## config.mk

```make
export PLATFORM = sky130hd
export DESIGN_NAME = lsu_mem_stage
export DESIGN_NICKNAME = d
export VERILOG_FILES = /design/src/rtl/lsu_mem_stage.sv
export SDC_FILE = /design/constraint.sdc
export NUM_CORES = 1
export LEC_CHECK = 0
export CORE_MARGIN = 2
export CORE_UTILIZATION = 45
export CTS_BUF_LIST = sky130_fd_sc_hd__clkbuf_4
export CTS_CLUSTER_SIZE = 12
export DETAILED_ROUTE_END_ITERATION = 6
export PLACE_DENSITY_LB_ADDON = 0.3
export SKIP_LAST_GASP = 1
export SYNTH_ARGS = -nofsm -noshare
export SYNTH_HDL_FRONTEND = slang
export SYNTH_SLANG_ARGS = --single-unit
export TNS_END_PERCENT = 20
```

## constraint.sdc

```tcl
create_clock -name clk -period 3.52 [get_ports clk]
set_input_delay 0.704 -clock clk [delete_from_list [all_inputs] [get_ports clk]]
set_output_delay 0.704 -clock clk [all_outputs]
set_load 0.005 [all_outputs]
```

## src/rtl/lsu_mem_stage.sv

```systemverilog
// Load/store unit between the execute stage and data memory: one access in flight, byte-lane
// alignment and load extension. Define LSU_TIMEOUT_EN to enable the load-response watchdog.
module lsu_mem_stage #(
  parameter int TIMEOUT_CYCLES = 64
) (
  input  logic        clk,
  input  logic        reset,
  input  logic        ex_valid,
  input  logic [6:0]  opcode,
  input  logic [2:0]  funct3,
  input  logic [31:0] alu_out,
  input  logic [31:0] store_data,
  output logic        dmem_req_valid,
  input  logic        dmem_req_ready,
  output logic [31:0] dmem_req_addr,
  output logic [3:0]  dmem_req_we,
  output logic [31:0] dmem_req_wdata,
  input  logic        dmem_resp_valid,
  input  logic [31:0] dmem_resp_data,
  output logic        stall,
  output logic        load_valid,
  output logic [31:0] load_data,
  output logic        lsu_fault,
  output logic        lsu_timeout
);
  localparam logic [6:0] OPC_LOAD  = 7'b0000011;
  localparam logic [6:0] OPC_STORE = 7'b0100011;

  typedef enum logic [1:0] {IDLE, REQ, WAIT_RESP, DONE} state_t;
  state_t r_state, w_state_nxt;

  logic [29:0] r_waddr;
  logic [1:0]  r_off;
  logic [2:0]  r_funct3;
  logic [3:0]  r_mask;
  logic [31:0] r_wdata;
  logic        r_is_load;
  logic [31:0] r_load_data;

  logic w_is_ld, w_is_st, w_ls, w_legal;
  logic w_accept, w_fault, w_stall, w_wd_expire;

  function automatic logic f_legal(input logic is_load, input logic [2:0] f3, input logic [1:0] off);
    logic ok;
    case (f3)
      3'b000:  ok = 1'b1;
      3'b001:  ok = ~off[0];
      3'b010:  ok = (off == 2'b00);
      3'b100:  ok = is_load;
      3'b101:  ok = is_load & ~off[0];
      default: ok = 1'b0;
    endcase
    return ok;
  endfunction

  function automatic logic [3:0] f_mask(input logic [1:0] sz, input logic [1:0] off);
    logic [3:0] m;
    case (sz)
      2'b00:   m = 4'b0001 << off;
      2'b01:   m = 4'b0011 << off;
      default: m = 4'b1111;
    endcase
    return m;
  endfunction

  function automatic logic [31:0] f_wdata(input logic [1:0] sz, input logic [31:0] d);
    logic [31:0] w;
    case (sz)
      2'b00:   w = {4{d[7:0]}};
      2'b01:   w = {2{d[15:0]}};
      default: w = d;
    endcase
    return w;
  endfunction

  function automatic logic [31:0] f_extend(input logic [2:0] f3, input logic [1:0] off,
                                           input logic [31:0] word);
    logic [7:0]  b;
    logic [15:0] h;
    logic [31:0] r;
    b = word[{off, 3'b000} +: 8];
    h = off[1] ? word[31:16] : word[15:0];
    case (f3)
      3'b000:  r = {{24{b[7]}}, b};
      3'b001:  r = {{16{h[15]}}, h};
      3'b100:  r = {24'h0, b};
      3'b101:  r = {16'h0, h};
      default: r = word;
    endcase
    return r;
  endfunction

  assign w_is_ld = (opcode == OPC_LOAD);
  assign w_is_st = (opcode == OPC_STORE);
  assign w_ls    = ex_valid & (w_is_ld | w_is_st);
  assign w_legal = f_legal(w_is_ld, funct3, alu_out[1:0]);

  always_comb begin
    w_state_nxt = r_state;
    w_accept    = 1'b0;
    w_fault     = 1'b0;
    w_stall     = 1'b0;
    case (r_state)
      IDLE: begin
        if (w_ls) begin
          if (w_legal) begin
            w_accept    = 1'b1;
            w_stall     = 1'b1;
            w_state_nxt = REQ;
          end else begin
            w_fault = 1'b1;
          end
        end
      end
      REQ: begin
        w_stall = 1'b1;
        if (dmem_req_ready) w_state_nxt = r_is_load ? WAIT_RESP : DONE;
      end
      WAIT_RESP: begin
        w_stall = 1'b1;
        if (dmem_resp_valid || w_wd_expire) w_state_nxt = DONE;
      end
      default: w_state_nxt = IDLE;
    endcase
  end

  always_ff @(posedge clk) begin
    if (reset) begin
      r_state     <= IDLE;
      r_waddr     <= '0;
      r_off       <= '0;
      r_funct3    <= '0;
      r_mask      <= '0;
      r_wdata     <= '0;
      r_is_load   <= 1'b0;
      r_load_data <= '0;
    end else begin
      r_state <= w_state_nxt;
      if (w_accept) begin
        r_waddr   <= alu_out[31:2];
        r_off     <= alu_out[1:0];
        r_funct3  <= funct3;
        r_is_load <= w_is_ld;
        r_mask    <= w_is_ld ? 4'b0000 : f_mask(funct3[1:0], alu_out[1:0]);
        r_wdata   <= w_is_ld ? 32'h0 : f_wdata(funct3[1:0], store_data);
      end
      // A response wins over a watchdog expiry landing in the same cycle
      if (r_state == WAIT_RESP) begin
        if (dmem_resp_valid)  r_load_data <= f_extend(r_funct3, r_off, dmem_resp_data);
        else if (w_wd_expire) r_load_data <= '0;
      end
    end
  end

`ifdef LSU_TIMEOUT_EN
  localparam int CNT_W = $clog2(TIMEOUT_CYCLES + 1);
  logic [CNT_W-1:0] r_cnt;
  logic             r_timed_out;

  assign w_wd_expire = (r_state == WAIT_RESP) && !dmem_resp_valid &&
                       (r_cnt == CNT_W'(TIMEOUT_CYCLES - 1));

  always_ff @(posedge clk) begin
    if (reset) begin
      r_cnt       <= '0;
      r_timed_out <= 1'b0;
    end else begin
      if (r_state == REQ)            r_cnt <= '0;
      else if (r_state == WAIT_RESP) r_cnt <= r_cnt + 1'b1;
      if (w_accept)         r_timed_out <= 1'b0;
      else if (w_wd_expire) r_timed_out <= 1'b1;
    end
  end

  assign lsu_timeout = (r_state == DONE) && r_timed_out;
`else
  assign w_wd_expire = 1'b0;
  assign lsu_timeout = 1'b0;
`endif

  assign dmem_req_valid = (r_state == REQ);
  assign dmem_req_addr  = {r_waddr, 2'b00};
  assign dmem_req_we    = r_mask;
  assign dmem_req_wdata = r_wdata;
  assign stall          = w_stall & ~reset;
  assign lsu_fault      = w_fault & ~reset;
  assign load_valid     = (r_state == DONE) && r_is_load;
  assign load_data      = r_load_data;
endmodule

```

Word-level counts from Yosys, hierarchy flattened:

Cells that the tools add are included.

* shift operators: 3
* reduce and logical (&&, ||, !) cells: 9
* bitwise logic cells: 7
* equal/unequal tests: 17
* muxes and demuxes: 20

Operator list (number)
* $pmux W32 S4: 1
* $pmux W32 S2: 1
* $mux W32: 1
* $shiftx A32 B6 Y8: 1
* $mux W16: 1
* $eq A3 B3 Y1 const B: 4
* $mux W2: 4
* $pmux W4 S2: 1
* $eq A7 B2 Y1 const B: 1
* $eq A7 B6 Y1 const B: 1
* $mux W1: 7
* $eq A3 B1 Y1 const B: 2
* $logic_not A2 Y1: 3
* $logic_not A3 Y1: 2
* $ne A2 B2 Y1 const B: 3
* $pmux W2 S3: 1
* $pmux W1 S5: 1
* $and A1 B1 Y1: 4
* $eq A2 B1 Y1 const B: 2
* $eq A2 B2 Y1 const B: 2
* $mux W4: 1
* $reduce_and A4 Y1: 1
* $shl A1 B2 Y4 const A: 1
* $shl A2 B2 Y4 const A: 1
* other kinds (8): 9

* output and inout port bits: 105
* register bits after elaboration: 106
* logic and storage cells: 64
* bits of input ports: 111

Logic depth before layout (Yosys ltp):

Gate-level depths: netlist of the first run.

* depth in word-level cells: 7
* gate-level depth with buffers: 8
* depth with buffers taken out: 6

Least setup slack after synthesis of the first run:

OpenSTA, ideal clock, no wires.

* kind: input -> output
* from: input port alu_out[0]
* to: output port stall
* arrival: 2136 ps
* setup slack: 680 ps
* stages on the path: 6
* data required time: 2816 ps
* path buffers: 2
* cells stage by stage: buf_6 or4_4 a2111oi_4 buf_6 nor2_1 nor3_1

* word-level cells in the longest chain between the ends: 7
* elaborated cells on any way between the ends: 8
* those cells by class: 4 x mux; 3 x bitwise; 1 x reduce/logical

Ends and longest elaborated chain
* start, declared: RTL line 11 `input logic [31:0] alu_out,`
* $not A1 Y1: RTL line 47, 50
* $and A1 B1 Y1: RTL line 50 `3'b101: ok = is_load & ~off[0];`
* $pmux W1 S5 (*): RTL line 45 `case (f3)`
* $mux W1 (*): RTL line 106 `if (w_legal) begin`
* $mux W1 (*): RTL line 105 `if (w_ls) begin`
* $pmux W1 S2 (*): RTL line 103 `case (r_state)`
* $and A1 B1 Y1 (*): RTL line 185 `assign stall = w_stall & ~reset;`
* end, declared: RTL line 20 `output logic stall,`

Mark *: on every way between the ends. The rest lies on a longest branch, timed or not.

Worst setup path after layout of the first run:

* from: input port opcode[2]
* to: output port lsu_fault

* word-level cells in the longest chain between the ends: 7
* elaborated cells on any way between the ends: 10
* those cells by class: 2 x eq/ne; 4 x mux; 4 x bitwise

Ends and longest elaborated chain
* start, declared: RTL line 9 `input logic [6:0] opcode,`
* $eq A7 B2 Y1: RTL line 93 `assign w_is_ld = (opcode == OPC_LOAD);`
* $and A1 B1 Y1: RTL line 50
* $pmux W1 S5: RTL line 45
* $mux W1: RTL line 106
* $mux W1 (*): RTL line 105
* $mux W1 (*): RTL line 103
* $and A1 B1 Y1 (*): RTL line 186 `assign lsu_fault = w_fault & ~reset;`
* end, declared: RTL line 23 `output logic lsu_fault,`

Marks and branches as above.

==> metrics.yaml, run 1 <==
status:
  status: "completed"
timing:
  fin_crit_ns: 3.366
  worst_hold_slack_ns: 0.4690
  setup_viol: 0
  clock_skew_ns: 0.01279
  tightest_slew_ns: 0.8580
  grt_setup_unrepaired: "no"
  period_share_pct: 95.61
  slew-limit-headroom_pct: 42.80
  final-hold-violation-count: 0
  finalMaxSlewViolations: 0
  setup_tns_ns: 0
  fmax_ghz: 0.2971
synthesis:
  syn-cell-area_um2: 4999
  synth_warnings: 0
  ys_types: 46
  synth_edf_count: 0
  yosysSeqAreaShare_pct: 42.45
  ys_ff_latch: 106
  ys_async_sr_fraction_pct: 0
  yosys_most_used_dff: "dfxtp_1"
  syn_inst: 585
  syn_avg_cell_area_um2: 8.545
layout:
  drive_above_1_share_pct: 6.369
  design_area_um2: 7397
  area_growth_pct: 47.98
  nets: 896
  diodes: 0
detailed_routing:
  wl_met2_um: 7651
  routed_wl_um: 15330
  wire_per_inst_um: 16.57
  route.layer.met1.wl_um: 6201
  drtIter0Drc: 248
  ant_nets: 0
  vias: 5052
  wl_met3_um: 1138
  via_per_inst: 5.462
  drcViolationCount: 0
  highest_layer: "met4"
  firstDrtPassIters: 4
global_route:
  track_usage_pct: 25.72
  grt_pass1_vias: 5125
  grt_overflow: 0
  grt_pass1_wl_um: 24270
  antenna_found_initial: 0
  grt_max_degree: 64
worst_setup_path:
  crit_chain: "clkdlybuf4s50_1 > nand4bb_1 > or4_1 > o21ai_0 > a211oi_1 > clkdlybuf4s50_1"
  end_kind: "output pin"
  path_delay_family: "buffers and inverters"
  slowest_stage: "or4_1"
  cp_max_fo: 3
  worstReg2RegEnd: "dmem_req_wdata[9]"
  crit_end: "lsu_fault"
  cp.required_ns: 2.82
  worst-path-buf-inv: 2
  crit_start: "opcode[2]"
  slowest_delay_ns: 0.48
  cp-start-kind: "input pin"
  cp.depth: 6
  critical_path.most_common_cell: "clkdlybuf4s50_1"
  worst_ep_arrival_time_ns: 2.66
  critPathKind: "input pin to output pin"
  rr_worst_depth: 7
  r2r_slack_ns: 1.20
  r2r_start: "r_state[0]"
cts:
  cts_tree: "done"
  clk_latency_ns: 0.47
  numCtsBuffers: 9
  clkTransAtPathRegs_ns: 0.18
  cts-root-buf: "clkbuf_4"
  holdBufCountCts: 0
  htreeDepth: 3
  cts_max_path_buffers: 2
  post_cts_resized: 1
  clock_sinks: 106
  postCtsSetupBuffers: 0
die:
  die-area_um2: 11970
  start_util_pct: 46.11
  die_w_um: 109.4
  core_um2: 10840
  die_y_um: 109.4
  io_pins: 216
  row_count: 38
pwr:
  power.density_nw_per_um2: 303.3
  power.leakage_nw: 2.526
  total_power_mw: 2.244
  ir_worst_vdd_uv: 174.5
worst_hold_path:
  hp-class: "register to register"
  hold_start: "r_waddr[25]"
place:
  port_buffers: 212
  place_area_um2: 7219
  place_hpwl_um: 11140
  gp_congestion: 0.8786
job:
  max_cap_viol_count: 0
==> per-stage QoR <==
step / utilization, % / instances / worst slack (ns)
global placement: 66.60 / 909 / -0.02579
finish: 68.24 / 925 / 0.1544
global route: 68.24 / 925 / 0.04491
floorplan: - / 587 / 0.6798
CTS: 68.24 / 925 / 0.1616
detailed placement: 66.60 / 909 / -0.004773
==> flip-flops by register name (all words and copies together) (netlist names) <==
name / flops
dmem_req_wdata: 32
r_state: 2
dmem_req_we: 4
r_waddr: 30
r_is_load: 1
load_data: 32
r_off: 2
r_funct3: 3
==> layout by cell type (no fill, tap or decap), drive strengths merged, types with 8 or more instances in the layout <==
master         count
nor2              31
nand3             10
o31ai             10
clkbuf             9
inv               10
o21ai             16
mux2i             23
nand2            106
nand2b            27
a211oi            34
buf               24
a32o              16
nor2b             19
nand3b            27
a211o              8
a21oi             49
clkdlybuf4s50    209
dfxtp            106
==> report_power, final <==
| part | internal, mW | leakage [nW] | switching [mW] |
|---|---|---|---|
| sequential | 1.21 | 0.853 | 0.00470 |
| combinational | 0.169 | 1.58 | 0.125 |
| clock | 0.303 | 0.0943 | 0.436 |
==> synthesized netlist by cell type (3+ instances only) <==
library cell	number	area share [%]
nand2_1	106	8.0
o21ai_0	16	1.6
a211o_1	8	1.4
o2111ai_1	3	0.53
buf_1	3	0.23
nor2b_1	19	2.4
a211oi_1	34	5.1
mux2i_1	23	4.6
inv_1	7	0.53
buf_6	6	1.4
nor2_1	30	2.3
nand3b_1	27	4.1
dfxtp_1	106	42
ha_1	5	1.3
nand2b_1	27	3.4
o31ai_1	9	1.4
clkbuf_1	36	2.7
a21oi_1	49	4.9
a32o_1	16	3.2
buf_4	3	0.45
o211ai_1	5	0.75
o221ai_1	7	1.2
buf_2	4	0.40
nand3_1	10	1.0
==> cells by family after synthesis <==
| group | after synthesis | synth area share, % |
|---|---|---|
| AOI/OAI and AO/OA | 156 | 22.03 |
| adders and majority gates | 5 | 1.252 |
| buffers and inverters | 59 | 5.657 |
| DFF | 106 | 42.45 |
| muxes | 24 | 5.056 |
| other | 1 | 0.07502 |
| and+or+nand+nor | 234 | 23.48 |
==> worst register-to-register path, cell delays in order (launching register included) <==
cell	delay [ns]
dfxtp_1	0.40
inv_1	0.10
ha_1	0.28
inv_1	0.17
a2111oi_4	0.25
buf_4	0.48
nor2_2	0.26
a32o_1	0.29
==> routing by layer <==
metal	track usage (%)	vias up
met5	0	-
met4	9.675	0
met3	5.631	28
met2	45.99	175
met1	29.94	2387
li1	-	2462
==> layout make-up <==
type                    count  area (um^2)
well taps                 140        175.2
multi-input cells         422         2619
inverters                   7        26.28
clock inverters             7        111.4
flip-flops and latches    106         2122
fillers                   885         3443
clock buffers               9        67.56
repair buffers            234         2276
==> worst min path at each step <==
stage	to	slack (ns)	depth (start not counted)
2_1_floorplan	r_is_load	0.44	2
3_3_place_gp	r_waddr[26]	0.44	2
3_5_place_dp	r_waddr[19]	0.45	2
4_1_cts	r_waddr[9]	0.47	2
5_1_grt	r_waddr[21]	0.49	2
6_report	r_waddr[25]	0.47	2
No activity file was read; power rests on OpenSTA's default activity.
==> inputs of run 2 (changes only) <==
CORE_MARGIN = not set   (was 2)
==> run 2 against run 1 <==
Net effect:
- die area decreased by 3.6%
- sequential share of layout area is 0.18 points higher
- power down 5.2%
- worst hold slack worse by 0.0017 ns
- register-to-register slack is essentially flat
- largest cell class unchanged
==> metrics.yaml, run 2 (synthesis results as in run 1) <==
status:
  status: "completed"
die:
  die_w_um: 107.4
  die-area_um2: 11530
  die_y_um: 107.4
  io_pins: 216
  row_count: 38
  start_util_pct: 46.11
  core_um2: 10840
worst_setup_path:
  end_kind: "output pin"
  slowest_stage: "or4_1"
  crit_chain: "clkdlybuf4s50_1 > nand4bb_1 > or4_1 > o21ai_0 > a211oi_1 > clkdlybuf4s50_1"
  worst_ep_arrival_time_ns: 2.71
  cp_max_fo: 3
  cp.required_ns: 2.82
  crit_start: "opcode[2]"
  critical_path.most_common_cell: "clkdlybuf4s50_1"
  cp-start-kind: "input pin"
  critPathKind: "input pin to output pin"
  path_delay_family: "buffers and inverters"
  r2r_start: "r_state[1]"
  worst-path-buf-inv: 2
  slowest_delay_ns: 0.52
pwr:
  power.density_nw_per_um2: 289.3
  total_power_mw: 2.127
  power.leakage_nw: 2.505
  ir_worst_vdd_uv: 174.5
place:
  place_inst: 907
  place_area_um2: 7222
  gp_congestion: 0.8652
  port_buffers: 212
  place_hpwl_um: 10970
cts:
  cts_max_path_buffers: 2
  clk_latency_ns: 0.45
  clkTransAtPathRegs_ns: 0.15
  htreeDepth: 3
  holdBufCountCts: 0
  cts_tree: "done"
  cts-root-buf: "clkbuf_4"
  clock_sinks: 106
  numCtsBuffers: 9
global_route:
  track_usage_pct: 25.73
  grt_pass1_vias: 4910
  grt_overflow: 0
  grt_pass1_wl_um: 23360
  antenna_found_initial: 0
  grt_max_degree: 89
layout:
  drive_above_1_share_pct: 5.747
  design_area_um2: 7352
  final_cells: 923
  area_growth_pct: 47.08
  diodes: 0
  mostFrequentLayoutCells: "clkdlybuf4s50_1 (210), nand2_1 (106), dfxtp_1 (106)"
  multiInputGateArea_um2: 2619
  mostFrequentLayoutCell: "clkdlybuf4s50_1"
  seq_area_um2: 2122
  nets: 894
  n_fill_cell: 934
timing:
  grt_setup_unrepaired: "no"
  setup_tns_ns: 0
  period_share_pct: 97.02
  finalMaxSlewViolations: 0
  worst_hold_slack_ns: 0.4673
  setup_viol: 0
  tightest_slew_ns: 0.9267
  slew-limit-headroom_pct: 38.22
  clock_skew_ns: 0.01169
  fmax_ghz: 0.2928
  final-hold-violation-count: 0
  fin_crit_ns: 3.415
detailed_routing:
  vias: 5102
  via_per_inst: 5.528
  drcViolationCount: 0
  firstDrtPassIters: 5
  wire_per_inst_um: 16.44
  ant_nets: 0
  routed_wl_um: 15180
  drtIter0Drc: 321
worst_hold_path:
  hp-class: "register to register"
  hold_start: "r_waddr[8]"
job:
  max_cap_viol_count: 0
run 2: worst min-delay path, stage by stage (launching register included):
cell and delay (ns):
dfxtp_1 0.34, nand2_1 0.05, a21oi_1 0.05
run 2: final timing paths:
kind         slack [ns]                 end  cells after the start
min reg2reg        0.47          r_waddr[8]                      2
max reg2reg        1.19  dmem_req_wdata[30]                      7
max                0.10           lsu_fault                      6
min                0.47          r_waddr[8]                      2
run 2: area by class of cell:
class                   count  share of cell area [%]
multi-input cells         422                   35.62
repair buffers            232                   30.99
clock buffers              10                   1.021
well taps                 140                   2.383
inverters                   7                  0.3574
clock inverters             6                  0.7658
flip-flops and latches    106                   28.86
run 2: where the power goes:
| group | leakage [nW] | total [mW] | switching (mW) | internal (mW) |
|---|---|---|---|---|
| logic | 1.58 | 0.295 | 0.125 | 0.170 |
| registers | 0.853 | 1.21 | 0.00465 | 1.21 |
| clock network | 0.0756 | 0.622 | 0.401 | 0.221 |
| total | 2.50 | 2.13 | 0.531 | 1.60 |
run 2: through the flow:
stage / setup slack (ns) / utilization (%)
global route: 0.05691 / 67.82
detailed placement: -0.04725 / 66.62
global placement: -0.02448 / 66.62
CTS: 0.1179 / 67.82
finish: 0.1050 / 67.82
floorplan: 0.6798 / -
run 2: what timing repair did:
action | 4_1_cts | 5_1_grt
setup buffers | 0 | 0
resized for setup | 1 | 0
endpoints found under the setup margin | 1 | 0
run 2: metal layers:
| metal | track usage, % | part of all wire [%] | vias to the layer above |
|---|---|---|---|
| li1 | - | - | 2454 |
| met1 | 29.35 | 41 | 2414 |
| met2 | 46.04 | 49 | 206 |
| met3 | 6.114 | 7.7 | 28 |
| met4 | 10.27 | 2.2 | 0 |
| met5 | 0 | 0 | - |
